File: config.mk
export PLATFORM = sky130hd
export DESIGN_NAME = video_timing_gen
export DESIGN_NICKNAME = d
export VERILOG_FILES = /design/src/rtl/nesoi_video_pkg.sv /design/src/rtl/raster_counter.sv /design/src/rtl/video_timing_gen.sv
export SDC_FILE = /design/constraint.sdc
export NUM_CORES = 1
export LEC_CHECK = 0
export ABC_AREA = 1
export ABC_CLOCK_PERIOD_IN_PS = 3600
export CAP_MARGIN = 40
export CORE_MARGIN = 2
export CORE_UTILIZATION = 35
export DETAILED_ROUTE_END_ITERATION = 10
export PLACE_DENSITY = 0.59
export REMOVE_ABC_BUFFERS = 1
export SLEW_MARGIN = 15
export SYNTH_ARGS = -nofsm -noshare
export SYNTH_HDL_FRONTEND = slang
export SYNTH_SLANG_ARGS = --single-unit
File: constraint.sdc
create_clock -name clk -period 3.6 [get_ports clk]
set_input_delay 0.9 -clock clk [delete_from_list [all_inputs] [get_ports clk]]
set_output_delay 0.9 -clock clk [all_outputs]
set_load 0.02 [all_outputs]
File: src/rtl/nesoi_video_pkg.sv
`timescale 1ns/1ps
// nesoi_video_pkg: mode presets, colour-bar constants and timing helpers
// shared by the raster timing generator.
package nesoi_video_pkg;

  // 640x480@60, 25.175 MHz nominal pixel clock (run at 25 MHz)
  localparam int   VGA640_H_ACTIVE = 640;
  localparam int   VGA640_H_FP     = 16;
  localparam int   VGA640_H_SYNC   = 96;
  localparam int   VGA640_H_BP     = 48;
  localparam int   VGA640_V_ACTIVE = 480;
  localparam int   VGA640_V_FP     = 10;
  localparam int   VGA640_V_SYNC   = 2;
  localparam int   VGA640_V_BP     = 33;
  localparam logic VGA640_H_POL    = 1'b0;
  localparam logic VGA640_V_POL    = 1'b0;

  // 1280x720@60, 74.25 MHz pixel clock
  localparam int   HD720_H_ACTIVE = 1280;
  localparam int   HD720_H_FP     = 110;
  localparam int   HD720_H_SYNC   = 40;
  localparam int   HD720_H_BP     = 220;
  localparam int   HD720_V_ACTIVE = 720;
  localparam int   HD720_V_FP     = 5;
  localparam int   HD720_V_SYNC   = 5;
  localparam int   HD720_V_BP     = 20;
  localparam logic HD720_H_POL    = 1'b1;
  localparam logic HD720_V_POL    = 1'b1;

  // Colour bars, left to right
  localparam int          NUM_BARS    = 8;
  localparam logic [23:0] BAR_WHITE   = 24'hFFFFFF;
  localparam logic [23:0] BAR_YELLOW  = 24'hFFFF00;
  localparam logic [23:0] BAR_CYAN    = 24'h00FFFF;
  localparam logic [23:0] BAR_GREEN   = 24'h00FF00;
  localparam logic [23:0] BAR_MAGENTA = 24'hFF00FF;
  localparam logic [23:0] BAR_RED     = 24'hFF0000;
  localparam logic [23:0] BAR_BLUE    = 24'h0000FF;
  localparam logic [23:0] BAR_BLACK   = 24'h000000;

  function automatic int calc_total(input int active, input int fp,
                                    input int sync, input int bp);
    return active + fp + sync + bp;
  endfunction

  function automatic logic [23:0] bar_colour(input logic [2:0] idx);
    case (idx)
      3'd0:    return BAR_WHITE;
      3'd1:    return BAR_YELLOW;
      3'd2:    return BAR_CYAN;
      3'd3:    return BAR_GREEN;
      3'd4:    return BAR_MAGENTA;
      3'd5:    return BAR_RED;
      3'd6:    return BAR_BLUE;
      default: return BAR_BLACK;
    endcase
  endfunction

endpackage

File: src/rtl/raster_counter.sv
`timescale 1ns/1ps
// raster_counter: modulo-TOTAL counter that advances on inc and flags the
// cycle on which it rolls over, so counters can be chained.
module raster_counter #(
  parameter int TOTAL = 800,
  parameter int CW    = 12
) (
  input  logic          clk,
  input  logic          rst,
  input  logic          inc,
  output logic [CW-1:0] count,
  output logic          wrap
);

  assign wrap = inc && (count == CW'(TOTAL - 1));

  // Count up on inc, returning to zero after TOTAL-1
  always_ff @(posedge clk or posedge rst) begin
    if (rst)
      count <= '0;
    else if (inc)
      count <= wrap ? '0 : count + CW'(1);
  end

endmodule

File: src/rtl/video_timing_gen.sv
`timescale 1ns/1ps
// video_timing_gen: parametrised raster timing generator (hsync, vsync, de,
// pixel coordinates, line/frame strobes). All outputs are registered one
// cycle behind the internal counters. Define TEST_PATTERN_EN to add the
// 24-bit colour-bar output rgb.
module video_timing_gen
  import nesoi_video_pkg::*;
#(
  parameter int   H_ACTIVE = VGA640_H_ACTIVE,
  parameter int   H_FP     = VGA640_H_FP,
  parameter int   H_SYNC   = VGA640_H_SYNC,
  parameter int   H_BP     = VGA640_H_BP,
  parameter int   V_ACTIVE = VGA640_V_ACTIVE,
  parameter int   V_FP     = VGA640_V_FP,
  parameter int   V_SYNC   = VGA640_V_SYNC,
  parameter int   V_BP     = VGA640_V_BP,
  parameter logic H_POL    = VGA640_H_POL,
  parameter logic V_POL    = VGA640_V_POL,
  parameter int   CW       = 12
) (
  input  logic          clk,
  input  logic          rst,
  input  logic          en,
  output logic          hsync,
  output logic          vsync,
  output logic          de,
  output logic [CW-1:0] x,
  output logic [CW-1:0] y,
  output logic          line_start,
  output logic          frame_start
`ifdef TEST_PATTERN_EN
  ,
  output logic [23:0]   rgb
`endif
);

  localparam int H_TOTAL      = calc_total(H_ACTIVE, H_FP, H_SYNC, H_BP);
  localparam int V_TOTAL      = calc_total(V_ACTIVE, V_FP, V_SYNC, V_BP);
  localparam int H_SYNC_START = H_ACTIVE + H_FP;
  localparam int H_SYNC_END   = H_SYNC_START + H_SYNC;
  localparam int V_SYNC_START = V_ACTIVE + V_FP;
  localparam int V_SYNC_END   = V_SYNC_START + V_SYNC;

  if (H_ACTIVE <= 0 || H_FP <= 0 || H_SYNC <= 0 || H_BP <= 0 ||
      V_ACTIVE <= 0 || V_FP <= 0 || V_SYNC <= 0 || V_BP <= 0) begin : g_bad_timing
    $error("video_timing_gen: every active/porch/sync parameter must be non-zero");
  end

  if ((H_TOTAL >> CW) != 0 || (V_TOTAL >> CW) != 0) begin : g_bad_cw
    $error("video_timing_gen: CW too small to hold H_TOTAL/V_TOTAL");
  end

  logic [CW-1:0] h_count;
  logic [CW-1:0] v_count;
  logic          h_wrap;
  logic          v_wrap;
  logic          frame_top;
  logic          de_next;
  logic          hsync_next;
  logic          vsync_next;
  logic          line_next;

  raster_counter #(.TOTAL(H_TOTAL), .CW(CW)) u_h_counter (
    .clk   (clk),
    .rst   (rst),
    .inc   (en),
    .count (h_count),
    .wrap  (h_wrap)
  );

  raster_counter #(.TOTAL(V_TOTAL), .CW(CW)) u_v_counter (
    .clk   (clk),
    .rst   (rst),
    .inc   (h_wrap),
    .count (v_count),
    .wrap  (v_wrap)
  );

  // Remembers whether the vertical counter sits on line 0, derived from the wrap strobes
  always_ff @(posedge clk or posedge rst) begin
    if (rst)
      frame_top <= 1'b1;
    else if (v_wrap)
      frame_top <= 1'b1;
    else if (h_wrap)
      frame_top <= 1'b0;
  end

  // Decode regions from the current counter position
  always_comb begin
    de_next    = (h_count < CW'(H_ACTIVE)) && (v_count < CW'(V_ACTIVE));
    hsync_next = ((h_count >= CW'(H_SYNC_START)) && (h_count < CW'(H_SYNC_END))) ? H_POL : ~H_POL;
    vsync_next = ((v_count >= CW'(V_SYNC_START)) && (v_count < CW'(V_SYNC_END))) ? V_POL : ~V_POL;
    line_next  = (h_count == '0);
  end

  // Output register: follows the counters while enabled, holds (strobes cleared) while frozen
  always_ff @(posedge clk or posedge rst) begin
    if (rst) begin
      hsync       <= ~H_POL;
      vsync       <= ~V_POL;
      de          <= 1'b0;
      x           <= '0;
      y           <= '0;
      line_start  <= 1'b0;
      frame_start <= 1'b0;
    end else if (en) begin
      hsync       <= hsync_next;
      vsync       <= vsync_next;
      de          <= de_next;
      x           <= h_count;
      y           <= v_count;
      line_start  <= line_next;
      frame_start <= line_next && frame_top;
    end else begin
      line_start  <= 1'b0;
      frame_start <= 1'b0;
    end
  end

`ifdef TEST_PATTERN_EN
  localparam int BAR_W = H_ACTIVE / NUM_BARS;

  // The last bar takes every column from 7*BAR_W onward, absorbing the remainder
  function automatic logic [2:0] bar_of(input logic [CW-1:0] h);
    logic [2:0] idx;
    idx = '0;
    for (int i = 1; i < NUM_BARS; i++)
      if (BAR_W > 0 && h >= CW'(i * BAR_W))
        idx = 3'(i);
    return idx;
  endfunction

  logic [23:0] rgb_next;

  // Colour of the current column, blanked outside the active area
  always_comb begin
    rgb_next = de_next ? bar_colour(bar_of(h_count)) : 24'h000000;
  end

  // Pattern register, aligned with de
  always_ff @(posedge clk or posedge rst) begin
    if (rst)
      rgb <= 24'h000000;
    else if (en)
      rgb <= rgb_next;
  end
`endif

endmodule

## Word level (Yosys, flattened, before mapping)

Index checks and enable logic that the tools add are counted.

- Add/subtract/negate cells: 2
- Order comparisons: 6
- Equal/unequal tests: 2
- Muxes and demuxes: 8
- Reductions and logical operators: 8

Operators by type and width:

| kind | number |
|---|---|
| 12-bit by 1-bit adder with 12-bit output (second input constant) | 2 |
| 12-bit by 10-bit equality test with 1-bit output (second input constant) | 2 |
| 12-bit by 10-bit less-than comparator with 1-bit output (second input constant) | 2 |
| 12-bit by 9-bit less-than comparator with 1-bit output (second input constant) | 2 |
| 12-bit two-way mux | 2 |
| 12-bit by 10-bit greater-or-equal comparator with 1-bit output (second input constant) | 1 |
| 12-bit by 9-bit greater-or-equal comparator with 1-bit output (second input constant) | 1 |
| 12-bit zero test | 1 |
| 1-bit logical AND | 6 |
| 1-bit two-way mux | 6 |
| 2-bit nonzero test | 1 |

- Flip-flop bits (word level): 54
- Output and inout port bits: 29
- Logic and storage cells: 36

## Longest topological paths before layout

- Depth after elaboration: 4
- Depth in mapped cells: 9
- Mapped depth without buffers: 8

## Hierarchy

A second synthesis with hierarchy kept.

- Cell total of the unflattened synthesis: 325
- Area total of the unflattened synthesis: 2622.5 µm²

Modules (own cells, without submodules):

| module | times used | cells an instance | area an instance (µm²) | seq. area each (µm²) |
|---|---|---|---|---|
| video_timing_gen | 1 | 145 | 1246.2 | 754.5 |
| raster_counter (u_v_counter) | 1 | 92 | 699.4 | 300.3 |
| raster_counter (u_h_counter) | 1 | 88 | 676.9 | 300.3 |

## Worst setup path after synthesis

Ideal clock, no wire load.

- Path type: input port to flip-flop
- Start point: in en
- End point: reg u_h_counter.count[10]
- Library setup time: 118 ps
- Arrival time: 1549 ps
- Data required time: 3482 ps
- Slack: 1933 ps
- Stages on the path: 7
- Buffers on the path: 0
- Path through: nand2_1 nor2_1 nand2_1 nor2_1 nand2_1 xor2_1 inv_1

- Cells in the longest elaborated chain, start to end: 2

RTL lines:

| item | line | RTL |
|---|---|---|
| from (decl) | video_timing_gen.sv:23 | `input logic en,` |
| 1-bit logical AND | raster_counter.sv:15 | `assign wrap = inc && (count == CW'(TOTAL - 1));` |
| 12-bit two-way mux | raster_counter.sv:22 | `count <= wrap ? '0 : count + CW'(1);` |
| to (signal assigned) | raster_counter.sv:22 |  |
| to (decl) | raster_counter.sv:11 | `output logic [CW-1:0] count,` |

Several ways; a longest one is shown, not always the timed one.
A chain may end at the register's enable or synchronous reset.

## Worst setup path after layout

- Start point: in en
- End point: reg u_h_counter.count[9]

Same word-level chain as after synthesis.

==> flow_summary.ini <==
[outcome]
status = finished, final reports clean

[placed_design]
gp_congestion = 0.897
port_buffers = 31
place_area_sq_mm = 0.00303
hpwl_um = 4060

[clock_network]
clk_pin_slew_ps = 100
insertion_delay_ps = 310
cts_setup_buffers = 0
cts_resized = 0
clockRootBuffer = clkbuf_8
cts.sinks = 54
ctsHtreeMaxLevel = 2
cts_buffers = 5
cts_hold_buf = 0
cts_tree = done
cts_buffer_depth = 2

[logic_synthesis]
syn_inst = 311
synth-edff-count = 0
ys_ff_latch = 54
ys.flop_type = dfrtp_1
synth_area_leaders = dfrtp_1, nand2_1, inv_1
yosysTopAreaCell = dfrtp_1
yosys_warnings = 0
yosysSeqAreaShare_pct = 51.9
yosysUniqueCellTypes = 32
netlist_area_sq_mm = 0.00261
synth_common_cells = nand2_1, dfrtp_1, inv_1, nor2_1, o21ai_0
synth_most_common_cell = nand2_1
async_flop_share_pct = 100
syn_area_per_cell_sq_um = 8.40
yosysTopAreaCellShare_pct = 48.9

[sta]
final-setup-viol-count = 0
max-slew-margin-rel_pct = 72.2
finalSetupTns_ps = 0
hold_viol_final = 0
rsz0062_at_grt = no
finalMaxSlewViolations = 0
period_needed_ps = 2390
worst_slew_pin_slew_ps = 416
period_share_pct = 66.3
fin_skew_ps = 8.29
fmax_ghz = 0.419

[die]
die_h_um = 90.4
die_x_um = 90.4
row_count = 31
initial_utilization_pct = 36.0
die_area_sq_mm = 0.00817
core-area_sq_mm = 0.00725
io_pins = 32

[final_layout]
final_area_sq_mm = 0.00314
final_nets = 352
fillCellCount = 744
utilization_pct = 43.3
antennaDiodeCount = 0
seq_area_sq_mm = 0.00136
multi_input_area_sq_mm = 0.00108
drive_gt1_share_pct = 8.96
syn_to_final_growth_pct = 20.2

[min_path]
min_to = x[4]
hp-class = reg2reg
holdPathStages = 2
worstHoldStart = x[4]

[detailed_routing]
ant_nets = 0
wirelength_um = 5460
via_per_inst = 4.80
drtIter0Drc = 82
wl_per_cell_um = 12.3
drc = 0
vias = 2134
drtPass1Iterations = 4

[power]
p_leak_nw = 1.49
p_per_area_mw_per_mm2 = 460
ir_worst_vdd_mv = 0.161

[run]
max_cap_viol_count = 0

[setup_path]
reg2reg_slack_ps = 1980
worstSetupPathType = in2reg
endpoint_kind = flip-flop
start_kind = input pin
crit_fanout = 12
r2r-start = u_h_counter.count[1]
worstReg2RegEnd = u_v_counter.count[8]
cp.required_ps = 3820
r2r.worst_path.cells = 8
worstPathArrival_ps = 2600

[global_route]
groute.usage.overall_pct = 14.1
grt_pass1_wl_um = 9420
grt_pass1_vias = 2058
grt_max_degree = 28
gr-total-overflow = 0
antenna_found_initial = 0
## cell families (layout without fill, tap and decap cells)
family,after synthesis,in the layout,synth area share (%)
AO/OA/AOI/OAI,29,29,6.28
buffers and inverters,41,76,6.61
adder cells (fa/ha/maj),4,4,1.92
flip-flops,54,54,51.9
AND/OR/NAND/NOR,173,173,29.9
XOR/XNOR,10,10,3.35
## worst max-delay path, cell delays in order
cell	delay, ps
clkdlybuf4s50_1	720
buf_4	260
nand2_1	90
nor3_1	260
nand3_1	140
o21ai_0	170
nor2_1	50
## cell type report
cell class,count,area share (%)
clock buffers,6,2.31
clock inverters,2,1.20
inverters,33,4.03
multi-input cells,216,34.5
flip-flops and latches,54,43.2
well taps,99,3.95
repair buffers,35,10.8
## cells in the final DEF, fill, tap and decap left out, types with 2 or more instances in the layout
master | synthesis | layout
buf_4 | 0 | 4
xor2_1 | 10 | 10
nand4_1 | 12 | 12
nand3_1 | 17 | 17
or2_2 | 2 | 2
inv_1 | 30 | 29
nor2_1 | 25 | 25
nor3_1 | 10 | 10
o21ai_0 | 20 | 20
clkdlybuf4s50_1 | 0 | 31
nand2_2 | 3 | 3
dfrtp_1 | 51 | 51
a21oi_1 | 2 | 2
o21ai_2 | 4 | 4
nor3b_1 | 2 | 2
dfstp_2 | 3 | 3
inv_2 | 2 | 3
nand2_1 | 95 | 95
ha_1 | 4 | 4
clkbuf_8 | 0 | 5
## metrics by stage
step / instances / hold WS [ps] / setup slack [ps] / power, mW
floorplan: 303 / 461 / 1390 / 0.921
detailed placement: 437 / 462 / 906 / 1.05
global route: 445 / 506 / 1050 / 1.53
global placement: 437 / 453 / 958 / 1.05
finish: 445 / 483 / 1210 / 1.44
CTS: 445 / 487 / 1230 / 1.46
## report_power, final
part,internal (mW),switching (mW)
logic,0.122,0.166
clock network,0.208,0.204
registers,0.679,0.0662
## state kept, by name, indices dropped and copies added, names as in the netlist
register and count:
u_h_counter.count 12, u_v_counter.count 12, x 12, y 12
de 1, frame_start 1, frame_top 1, hsync 1
line_start 1, vsync 1
## how the worst max path moves through the flow
stage                     start              endpoint  slack (ps)  depth (start not counted)
after global placement       en  u_h_counter.count[9]         960                          7
after CTS                 hsync                 hsync        1230                          1
after detailed placement     en  u_h_counter.count[9]         910                          7
after floorplan             rst                    de        1390                          1
after global routing         en  u_h_counter.count[9]        1050                          7
final                        en  u_h_counter.count[9]        1210                          7
## per-layer routing
layer	vias to the layer above	part of all wire [%]	wire [um]	track usage (%)
met2	35	46	2530	22.5
met1	1021	48	2610	18.6
met4	0	2.5	138	6.67
met5	-	0	0	0
li1	1067	-	-	-
met3	11	3.4	184	2.67
Power figures use the tool's default switching activity.
